## config.mk

```make
export PLATFORM = sky130hd
export DESIGN_NAME = data_memory_arbiter_flat
export DESIGN_NICKNAME = d
export VERILOG_FILES = /design/src/rtl/data_memory_arbiter_if.sv /design/src/rtl/data_memory_arbiter.sv /design/src/flat_wrapper.sv
export SDC_FILE = /design/constraint.sdc
export NUM_CORES = 1
export LEC_CHECK = 0
export CORE_MARGIN = 10
export CORE_UTILIZATION = 35
export CTS_BUF_LIST = sky130_fd_sc_hd__clkbuf_4 sky130_fd_sc_hd__clkbuf_8
export DETAILED_ROUTE_END_ITERATION = 7
export PLACE_DENSITY_LB_ADDON = 0.15
export REMOVE_ABC_BUFFERS = 1
export SLEW_MARGIN = 10
export SYNTH_ARGS = -nofsm -noshare
export SYNTH_HDL_FRONTEND = slang
export SYNTH_SLANG_ARGS = --single-unit
```

## constraint.sdc

```tcl
create_clock -name clk -period 2.16 [get_ports clk]
set_clock_uncertainty 0.15 [all_clocks]
set_input_delay 0.216 -clock clk [delete_from_list [all_inputs] [get_ports clk]]
set_output_delay 0.216 -clock clk [all_outputs]
set_load 0.05 [all_outputs]
```

## src/rtl/data_memory_arbiter_if.sv

```systemverilog
// Bus bundle between the two requesters, the arbiter and the data memory.
// The arbiter takes the slave view; the requesters plus memory take the master view.
interface data_memory_arbiter_if #(
    parameter int ADDR_W = 8,
    parameter int DATA_W = 32
);
    logic              p0_req;
    logic              p0_we;
    logic [ADDR_W-1:0] p0_addr;
    logic [DATA_W-1:0] p0_wdata;
    logic              p0_gnt;
    logic              p0_rvalid;
    logic              p0_err;

    logic              p1_req;
    logic              p1_we;
    logic [ADDR_W-1:0] p1_addr;
    logic [DATA_W-1:0] p1_wdata;
    logic              p1_gnt;
    logic              p1_rvalid;
    logic              p1_err;

    logic [DATA_W-1:0] rdata;
    logic [7:0]        err_count;

    logic [ADDR_W-1:0] mem_address;
    logic [DATA_W-1:0] mem_data_to_write;
    logic              mem_write_enable;
    logic [DATA_W-1:0] mem_memory_output;

    modport slave (
        input  p0_req, p0_we, p0_addr, p0_wdata,
        input  p1_req, p1_we, p1_addr, p1_wdata,
        input  mem_memory_output,
        output p0_gnt, p0_rvalid, p0_err,
        output p1_gnt, p1_rvalid, p1_err,
        output rdata, err_count,
        output mem_address, mem_data_to_write, mem_write_enable
    );

    modport master (
        output p0_req, p0_we, p0_addr, p0_wdata,
        output p1_req, p1_we, p1_addr, p1_wdata,
        output mem_memory_output,
        input  p0_gnt, p0_rvalid, p0_err,
        input  p1_gnt, p1_rvalid, p1_err,
        input  rdata, err_count,
        input  mem_address, mem_data_to_write, mem_write_enable
    );
endinterface

```

## src/rtl/data_memory_arbiter.sv

```systemverilog
// Round-robin arbiter for the shared data memory port: combinational grant and command,
// one-cycle read response tracking, and rejection of misaligned accesses.
module data_memory_arbiter #(
    parameter int ADDR_W = 8,
    parameter int DATA_W = 32
) (
    input logic                  clk,
    input logic                  reset,
    data_memory_arbiter_if.slave bus
);

    typedef enum logic {
        RESP_IDLE = 1'b0,
        RESP_READ = 1'b1
    } resp_state_t;

    resp_state_t       r_state;
    resp_state_t       w_state_next;
    logic              r_last;
    logic              r_resp_port;
    logic              r_err_pend;
    logic              r_err_port;
    logic [ADDR_W-1:0] r_addr_hold;
    logic [DATA_W-1:0] r_data_hold;
    logic [7:0]        r_err_count;

    logic              w_any;
    logic              w_sel;
    logic              w_we;
    logic [ADDR_W-1:0] w_addr;
    logic [DATA_W-1:0] w_wdata;
    logic              w_misaligned;
    logic              w_fwd;
    logic              w_read_issue;
    logic              w_p0_rvalid;
    logic              w_p1_rvalid;

    // On a tie the port that did not win last time is selected.
    assign w_any  = bus.p0_req | bus.p1_req;
    assign w_sel  = (bus.p0_req & bus.p1_req) ? ~r_last : bus.p1_req;

    assign w_we    = w_sel ? bus.p1_we    : bus.p0_we;
    assign w_addr  = w_sel ? bus.p1_addr  : bus.p0_addr;
    assign w_wdata = w_sel ? bus.p1_wdata : bus.p0_wdata;

    assign w_misaligned = |w_addr[1:0];
    assign w_fwd        = w_any & ~w_misaligned;
    assign w_read_issue = w_fwd & ~w_we;

    assign bus.p0_gnt = w_any & ~w_sel;
    assign bus.p1_gnt = w_any &  w_sel;

    // Rejected and idle cycles present the holding registers so the memory sees a stable address.
    assign bus.mem_write_enable  = w_fwd & w_we;
    assign bus.mem_address       = w_fwd ? w_addr  : r_addr_hold;
    assign bus.mem_data_to_write = w_fwd ? w_wdata : r_data_hold;

    assign bus.rdata     = bus.mem_memory_output;
    assign bus.err_count = r_err_count;
    assign bus.p0_err    = r_err_pend & ~r_err_port;
    assign bus.p1_err    = r_err_pend &  r_err_port;
    assign bus.p0_rvalid = w_p0_rvalid;
    assign bus.p1_rvalid = w_p1_rvalid;

    // NOTE: sequential state uses non-blocking assignments so every register samples pre-edge values.
    always_ff @(posedge clk or posedge reset) begin
        if (reset) begin
            r_state <= RESP_IDLE;
        end else begin
            r_state <= w_state_next;
        end
    end

    // NOTE: every combinational output gets a default first so no path can infer a latch.
    always_comb begin
        w_state_next = RESP_IDLE;
        w_p0_rvalid  = 1'b0;
        w_p1_rvalid  = 1'b0;
        case (r_state)
            RESP_IDLE: ;
            RESP_READ: begin
                w_p0_rvalid = ~r_resp_port;
                w_p1_rvalid =  r_resp_port;
            end
            default: ;
        endcase
        if (w_read_issue) begin
            w_state_next = RESP_READ;
        end
    end

    always_ff @(posedge clk or posedge reset) begin
        if (reset) begin
            r_last      <= 1'b1;
            r_resp_port <= 1'b0;
            r_err_pend  <= 1'b0;
            r_err_port  <= 1'b0;
            r_addr_hold <= '0;
            r_data_hold <= '0;
            r_err_count <= 8'd0;
        end else begin
            r_err_pend <= w_any & w_misaligned;
            if (w_any) begin
                r_last <= w_sel;
            end
            if (w_read_issue) begin
                r_resp_port <= w_sel;
            end
            if (w_any & w_misaligned) begin
                r_err_port <= w_sel;
                if (r_err_count != 8'hFF) begin
                    r_err_count <= r_err_count + 8'd1;
                end
            end
            if (w_fwd) begin
                r_addr_hold <= w_addr;
                r_data_hold <= w_wdata;
            end
        end
    end

endmodule

```

## src/flat_wrapper.sv

```systemverilog
// flat-port wrapper written by rule: the top's interface ports become plain ports
module data_memory_arbiter_flat 
#(
    parameter int ADDR_W = 8,
    parameter int DATA_W = 32
)
  (clk, reset, bus_p0_req, bus_p0_we, bus_p0_addr, bus_p0_wdata, bus_p1_req, bus_p1_we, bus_p1_addr, bus_p1_wdata, bus_mem_memory_output, bus_p0_gnt, bus_p0_rvalid, bus_p0_err, bus_p1_gnt, bus_p1_rvalid, bus_p1_err, bus_rdata, bus_err_count, bus_mem_address, bus_mem_data_to_write, bus_mem_write_enable);
  data_memory_arbiter_if #(.ADDR_W(ADDR_W), .DATA_W(DATA_W)) bus_i ();
  input logic clk;
  input logic reset;
  input wire logic [$bits(bus_i.p0_req)-1:0] bus_p0_req;
  input wire logic [$bits(bus_i.p0_we)-1:0] bus_p0_we;
  input wire logic [$bits(bus_i.p0_addr)-1:0] bus_p0_addr;
  input wire logic [$bits(bus_i.p0_wdata)-1:0] bus_p0_wdata;
  input wire logic [$bits(bus_i.p1_req)-1:0] bus_p1_req;
  input wire logic [$bits(bus_i.p1_we)-1:0] bus_p1_we;
  input wire logic [$bits(bus_i.p1_addr)-1:0] bus_p1_addr;
  input wire logic [$bits(bus_i.p1_wdata)-1:0] bus_p1_wdata;
  input wire logic [$bits(bus_i.mem_memory_output)-1:0] bus_mem_memory_output;
  output wire logic [$bits(bus_i.p0_gnt)-1:0] bus_p0_gnt;
  output wire logic [$bits(bus_i.p0_rvalid)-1:0] bus_p0_rvalid;
  output wire logic [$bits(bus_i.p0_err)-1:0] bus_p0_err;
  output wire logic [$bits(bus_i.p1_gnt)-1:0] bus_p1_gnt;
  output wire logic [$bits(bus_i.p1_rvalid)-1:0] bus_p1_rvalid;
  output wire logic [$bits(bus_i.p1_err)-1:0] bus_p1_err;
  output wire logic [$bits(bus_i.rdata)-1:0] bus_rdata;
  output wire logic [$bits(bus_i.err_count)-1:0] bus_err_count;
  output wire logic [$bits(bus_i.mem_address)-1:0] bus_mem_address;
  output wire logic [$bits(bus_i.mem_data_to_write)-1:0] bus_mem_data_to_write;
  output wire logic [$bits(bus_i.mem_write_enable)-1:0] bus_mem_write_enable;
  assign bus_i.p0_req = bus_p0_req;
  assign bus_i.p0_we = bus_p0_we;
  assign bus_i.p0_addr = bus_p0_addr;
  assign bus_i.p0_wdata = bus_p0_wdata;
  assign bus_i.p1_req = bus_p1_req;
  assign bus_i.p1_we = bus_p1_we;
  assign bus_i.p1_addr = bus_p1_addr;
  assign bus_i.p1_wdata = bus_p1_wdata;
  assign bus_i.mem_memory_output = bus_mem_memory_output;
  assign bus_p0_gnt = bus_i.p0_gnt;
  assign bus_p0_rvalid = bus_i.p0_rvalid;
  assign bus_p0_err = bus_i.p0_err;
  assign bus_p1_gnt = bus_i.p1_gnt;
  assign bus_p1_rvalid = bus_i.p1_rvalid;
  assign bus_p1_err = bus_i.p1_err;
  assign bus_rdata = bus_i.rdata;
  assign bus_err_count = bus_i.err_count;
  assign bus_mem_address = bus_i.mem_address;
  assign bus_mem_data_to_write = bus_i.mem_data_to_write;
  assign bus_mem_write_enable = bus_i.mem_write_enable;
  data_memory_arbiter #(.ADDR_W(ADDR_W), .DATA_W(DATA_W)) u_core (.clk(clk), .reset(reset), .bus(bus_i));
endmodule
```

==> impl_results.md <==
* Layout cells sized above 1 at 37.5%
* Crit. Startpoint: u_core.r_last
* Sequential Area at roughly 1300 um2
* Startpoint Class: flip-flop
* Vias at 2528
* Yosys top cell area share at 47.6%
* Place WS at -0.239 ns
* Hold Crit Class: input pin to asynchronous set/reset pin
* Failing checks: setup timing
* First-pass GRT wire length at ~16000 um
* Final hold viol count at 0
* CP Class: flip-flop to output port
* Layout Area Growth over Synthesis at 96.6%
* Fin crit period at around 2.4 ns
* 1st-iter DRT viols at 40
* Critical path fanouts, max at 10
* Number of iterations in the first detailed-routing pass at 4
* # diodes at 0
* Fin. max-slew vios at 0
* DRC Markers at 0
* PnR worst setup slack at -0.231 ns
* FF+latch count, synth at 53
* Core area at around 7600 um2
* Leakage at 2.48 nW
* Biggest area consumer among synthesized cells: dfrtp_1
* Grt ovf at 0
* Cell area power density at about 930 nW/um2
* Average via count per standard cell at ~4.8
* Seq/Total Area, Yosys at 48.6%
* Drt wl/cell at approximately 20 um
* DIE AREA at ~12000 um2
* Fin area at about 5400 um2
* I/O Buffers at 140
* Synth area leaders: dfrtp_1 48%, mux2i_1 14%, buf_4 10%, o21ai_0 6.6%, nand2_1 5.9%
* CTS tree: yes
* Layout net count at between 500 and 600
* Sink Count at 53
* Synth warn at 0
* Worst slew margin at approximately 65%
* VDD IR-drop max at between 0.4 and 0.5 mV
* Design Power at between 5 and 6 mW
* Number of synthesized flops with an enable pin at 0
* FILL cells at roughly 540
* Placed inst area at roughly 4700 um2
* Pin count of the biggest net entering global routing at 32
* HPWL after DPL at between 7000 and 8000 um
* Critical Path AT at between 2 and 2.5 ns
* Clk Latency, worst-skew pair at approximately 0.3 ns
* Hold Buf Count CTS at 0
* Reg clk slew, reported paths at about 0.09 ns
* Status: finished, violations left
* Area of the multi-input gates at between 1000 and 1500 um2
* Max-cap viol count at 0
* Initial Utilization at 35.7%
* Vias in the first global route at 2826
* R2R Path End: u_core.r_data_hold[19]
* Total I/O pin count at a little over 200
* CP Data Required Time at approximately 1.8 ns
* Inserted Clock Buffers at 5
* Crit Reg-Reg Startpoint: u_core.r_last
* Main synth FF type: dfrtp_1
* DP Cell Count at ~500
* Number of cell rows at 32
* Crit share post-route at 111%
* Chip height at 108 um
* Reg2reg path depth at 8
* Horiz. Die Dim at between 100 and 150 um
* Post-synth cell types at 33
* Antenna Nets Post-Route at 0
* Non-filler cells, final at around 530
* Initial antenna violation count at 0
* Synth Instances at 265
* Max Root-Sink Buffers at 2
* Async SR Flop Fraction at 100%
* Final setup viols at 41
* RSZ-0062 raised after global routing: true
* Setup slack, reg-to-reg at ~0.09 ns
* H-tree depth at 2
* CP Capture Type: output port
* Fmax at 0.418 GHz
* Final wirelength at 10400 um
* Root Driver: clkbuf_8
* RePlAce Congestion at between 0.7 and 0.8
* Synthesized area per cell at approximately 10 um2
* Tot GR Track Use at around 18%
* Worst Tran Pin Value at a little over 0.5 ns
* Mapped Area at 2730 um2
[cell usage in the layout, fill, tap and decap left out, types with 2 or more instances in the layout]
| cell | count |
|---|---|
| nand2_1 | 28 |
| o21ai_4 | 11 |
| buf_4 | 41 |
| nand2_4 | 6 |
| buf_16 | 5 |
| and2_1 | 2 |
| xor2_1 | 3 |
| o21ai_2 | 13 |
| mux2i_1 | 35 |
| inv_1 | 2 |
| a21oi_1 | 3 |
| buf_12 | 47 |
| o22a_1 | 2 |
| o21ai_1 | 14 |
| and2_4 | 2 |
| dfrtp_1 | 52 |
| clkdlybuf4s50_1 | 97 |
| nand3_1 | 2 |
| mux2i_2 | 4 |
| nand2_2 | 9 |
| clkbuf_8 | 7 |
| nor2_1 | 7 |
| nor2b_1 | 6 |
| a31oi_1 | 2 |
| buf_6 | 4 |
[sequential cells by signal, indices dropped and copies added, names as in the netlist]
register,count
u_core.r_addr_hold,8
u_core.r_err_port,1
u_core.r_err_pend,1
u_core.r_data_hold,32
u_core.r_state,1
u_core.bus.err_count,8
u_core.r_resp_port,1
u_core.r_last,1
[layer usage]
metal  vias up  GRT usage, %  wire length (um)
li1       1190             -                 -
met1      1174          20.3              4120
met2       151          25.6              4570
met3        11          13.3              1610
met4         2          3.39                70
met5         -          3.78                57
[Yosys cell counts, drive strengths merged (2+ instances only)]
cell type	count
mux2i	39
inv	4
a31oi	2
a21oi	3
buf	42
nand3	2
nor2b	6
dfrtp	52
mux2	2
and2	4
o21ai	38
nand2	43
xor2	3
o22a	2
nor2	7
clkbuf	3
[where the power goes]
group	switching, mW	internal, mW
logic	1.57	1.43
registers	0.164	1.24
clock network	0.321	0.290
[final cells by class]
type	count	area share, %
Timing Repair Buffer	196	45.8
Multi-Input combinational cell	163	24.9
Sequential cell	53	24.7
Tap cell	102	2.38
Clock buffer	7	1.79
Inverter	4	0.326
Clock inverter	1	0.0932
[worst max-delay path: stages, from the launching register on]
cell	delay (ns)
dfstp_2	0.57
nand2b_1	0.17
a32oi_4	0.14
buf_6	0.17
bufbuf_16	0.30
o21ai_2	0.21
buf_12	0.16
[cell families (layout without fill, tap and decap cells)]
kind of cell | Yosys count | after routing | synth area share, %
DFF | 53 | 53 | 48.6
adders and majority gates | 1 | 1 | 0.458
xor gates and xnor gates | 4 | 4 | 1.28
AOI/OAI and AO/OA | 50 | 50 | 11.7
buffers and inverters | 49 | 208 | 12.2
and+or+nand+nor | 67 | 67 | 10.7
muxes | 41 | 41 | 15.1
[per-stage QoR]
stage	hold slack, ns	setup TNS, ns	utilization [%]
final	0.109	-7.04	70.3
after global routing	0.151	-10.78	70.3
after CTS	0.126	-8.42	68.3
after detailed placement	0.282	-5.40	61.1
after global placement	0.282	-4.20	61.1
after floorplan	0.116	-167.01	-
[worst max-delay path by stage]
stage,end,slack (ns),cells after the start
floorplan,u_core.r_addr_hold[2],-2.16,4
global placement,bus_mem_data_to_write[22],-0.20,6
detailed placement,bus_mem_data_to_write[10],-0.24,7
CTS,bus_mem_data_to_write[20],-0.25,9
global route,bus_mem_write_enable,-0.32,7
finish,bus_mem_data_to_write[19],-0.23,6
[repair_timing]
action                                  CTS  global route
endpoints found under the setup margin   41            41
setup buffers                             9             4
resized for setup                        83            29
gates cloned                              6             1
pin swaps                                 4             3
(Power assumes the default switching activity.)
==> RTL change, RTL diff (config.mk and constraints unchanged) <==
`DATA_W` is set to 32 in 3 places; all go to 64.
--- a/src/rtl/data_memory_arbiter_if.sv
+++ b/src/rtl/data_memory_arbiter_if.sv
@@ -2,7 +2,7 @@
 // The arbiter takes the slave view; the requesters plus memory take the master view.
 interface data_memory_arbiter_if #(
     parameter int ADDR_W = 8,
-    parameter int DATA_W = 32
+    parameter int DATA_W = 64
 );
     logic              p0_req;
     logic              p0_we;
--- a/src/rtl/data_memory_arbiter.sv
+++ b/src/rtl/data_memory_arbiter.sv
@@ -2,7 +2,7 @@
 // one-cycle read response tracking, and rejection of misaligned accesses.
 module data_memory_arbiter #(
     parameter int ADDR_W = 8,
-    parameter int DATA_W = 32
+    parameter int DATA_W = 64
 ) (
     input logic                  clk,
     input logic                  reset,
--- a/src/flat_wrapper.sv
+++ b/src/flat_wrapper.sv
@@ -2,7 +2,7 @@
 module data_memory_arbiter_flat 
 #(
     parameter int ADDR_W = 8,
-    parameter int DATA_W = 32
+    parameter int DATA_W = 64
 )
   (clk, reset, bus_p0_req, bus_p0_we, bus_p0_addr, bus_p0_wdata, bus_p1_req, bus_p1_we, bus_p1_addr, bus_p1_wdata, bus_mem_memory_output, bus_p0_gnt, bus_p0_rvalid, bus_p0_err, bus_p1_gnt, bus_p1_rvalid, bus_p1_err, bus_rdata, bus_err_count, bus_mem_address, bus_mem_data_to_write, bus_mem_write_enable);
   data_memory_arbiter_if #(.ADDR_W(ADDR_W), .DATA_W(DATA_W)) bus_i ();
Interface: changed (5 resized); port bits go from 205 to 365. The function was not compared with the original's and may differ.
==> RTL change against the original RTL <==
- the run still ends with negative setup slack left
- core utilization is 15 points lower
- clock power is 75% higher
- sequential cell count is 32 higher
- design area is 42% higher
- setup slack worse by 0.18 ns
- sequential share of layout area is 3.1 points higher
- hold slack better by 0.0065 ns
- critical path depth is 1 higher
- total power is 55% higher
- area after synthesis is 81% higher
- largest power group unchanged
- wire length is 120% higher
- via count is 65% higher
==> RTL change: results (changes against the original RTL) <==
** Global route
- Pin count of the biggest net entering global routing :: 86 (+170%)
- The wire length of the first global-routing pass is 32700 um (+110%).

** Timing
- The normalized max-slew margin was 0.643 (-0.0117).
- Total of endpoints with negative setup slack in the final report :: 73 (+78%)
- The final setup slack of the worst path was -0.409 ns (-0.177 ns).

** Placed design
- The area after detailed placement came to 7080 um^2 (+52%).
- HPWL after DPL :: 19100 um (+140%)
- The worst setup slack after placement is -0.359 ns (-0.119 ns).
- Total of buffers placed on input and output ports :: 236 (+69%)
- Inst Count DP :: 865 (+74%)

** Run status
- The run finished, with violations left.
- Failing checks :: negative setup slack

** Pwr
- The clock-net power is 1.07 mW (+75%).
- Overall power consumption :: 7.77 mW (+55%)
- Static leakage :: 3.73 nW (+50%)
- Largest voltage drop on the vdd net :: 0.683 mV (+43%)
- Power consumed by sequential cells :: 2.25 mW (+61%)
- The internal power consumption was 4.40 mW (+49%).

** Yosys
- Area fraction in compound gates after synthesis :: 0.0149 (-0.102)
- Adder-cell area share of the yosys netlist :: 0.00253 (-0.00205)
- Fraction of synthesized area in multiplexers :: 0.219 (+0.0677)
- The xor/xnor share of the synthesized area came to 0.00884 (-0.00398).

** Worst setup path
- Dominant delay contributor by cell family on the critical path :: multiplexers
- The delay of the slowest cell on the worst path came to 0.55 ns (-0.02 ns).

** Drt
- Total number of vias :: 4175 (+65%)
- WL per Instance :: 26.1 um (+32%)

** Clock tree
- Clock latency on the worst-skew pair :: 0.35 ns (+0.05 ns)
- CTS HTree Levels :: 3 (+1)

** Cells and area
- The fraction of layout cells with a size suffix above 1 was 0.290 (-0.0846).
- Number of non-filler instances in the completed layout :: 886 (+68%)
RTL change: final timing paths:
kind,startpoint,end,slack [ns]
max in group asynchronous,reset,u_core.r_data_hold[43],1.36
worst max-delay path,u_core.r_last,bus_mem_data_to_write[15],-0.41
worst max register to register,u_core.r_last,u_core.bus.err_count[0],0.13
worst min-delay path,reset,u_core.r_state,0.12
min in group clk,bus_mem_memory_output[14],bus_rdata[14],0.28
worst min register to register,u_core.r_addr_hold[7],u_core.r_addr_hold[7],0.35
RTL change: per-layer routing:
metal,share of wire,vias up,wire length [um],track usage
met1,0.30,1924,6980,0.198
met2,0.48,295,11100,0.378
met5,0.0080,-,184,0.0864
met3,0.20,20,4560,0.215
met4,0.015,4,340,0.0604
li1,-,1932,-,-
RTL change: cell type report:
class,count,area (um^2),share of cell area
inverters,4,18.8,0.00246
multi-input cells,331,2210,0.289
clock inverters,3,20.0,0.00262
clock buffers,13,166,0.0218
well taps,180,225,0.0295
repair buffers,270,2880,0.376
flip-flops and latches,85,2130,0.278
RTL change: per-stage QoR:
stage          setup TNS [ns]  hold WS, ns
2_1_floorplan         -204.70        0.116
3_3_place_gp           -25.50        0.282
3_5_place_dp           -26.46        0.282
4_1_cts                -28.02        0.131
5_1_grt                -31.15        0.159
6_report               -25.50        0.115
RTL change: cells by family after synthesis:
logic type               Yosys count
flip-flops                        85
adder cells (fa/ha/maj)            1
AO/OA/AOI/OAI                     11
multiplexers                      73
buffers and inverters             90
AND/OR/NAND/NOR                  241
XOR/XNOR                           5
RTL change: what timing repair did:
item | 4_1_cts | 5_1_grt
resized for setup | 78 | 5
buffers inserted | 2 | 2
endpoints found under the setup margin | 73 | 76
gates cloned | 1 | 0
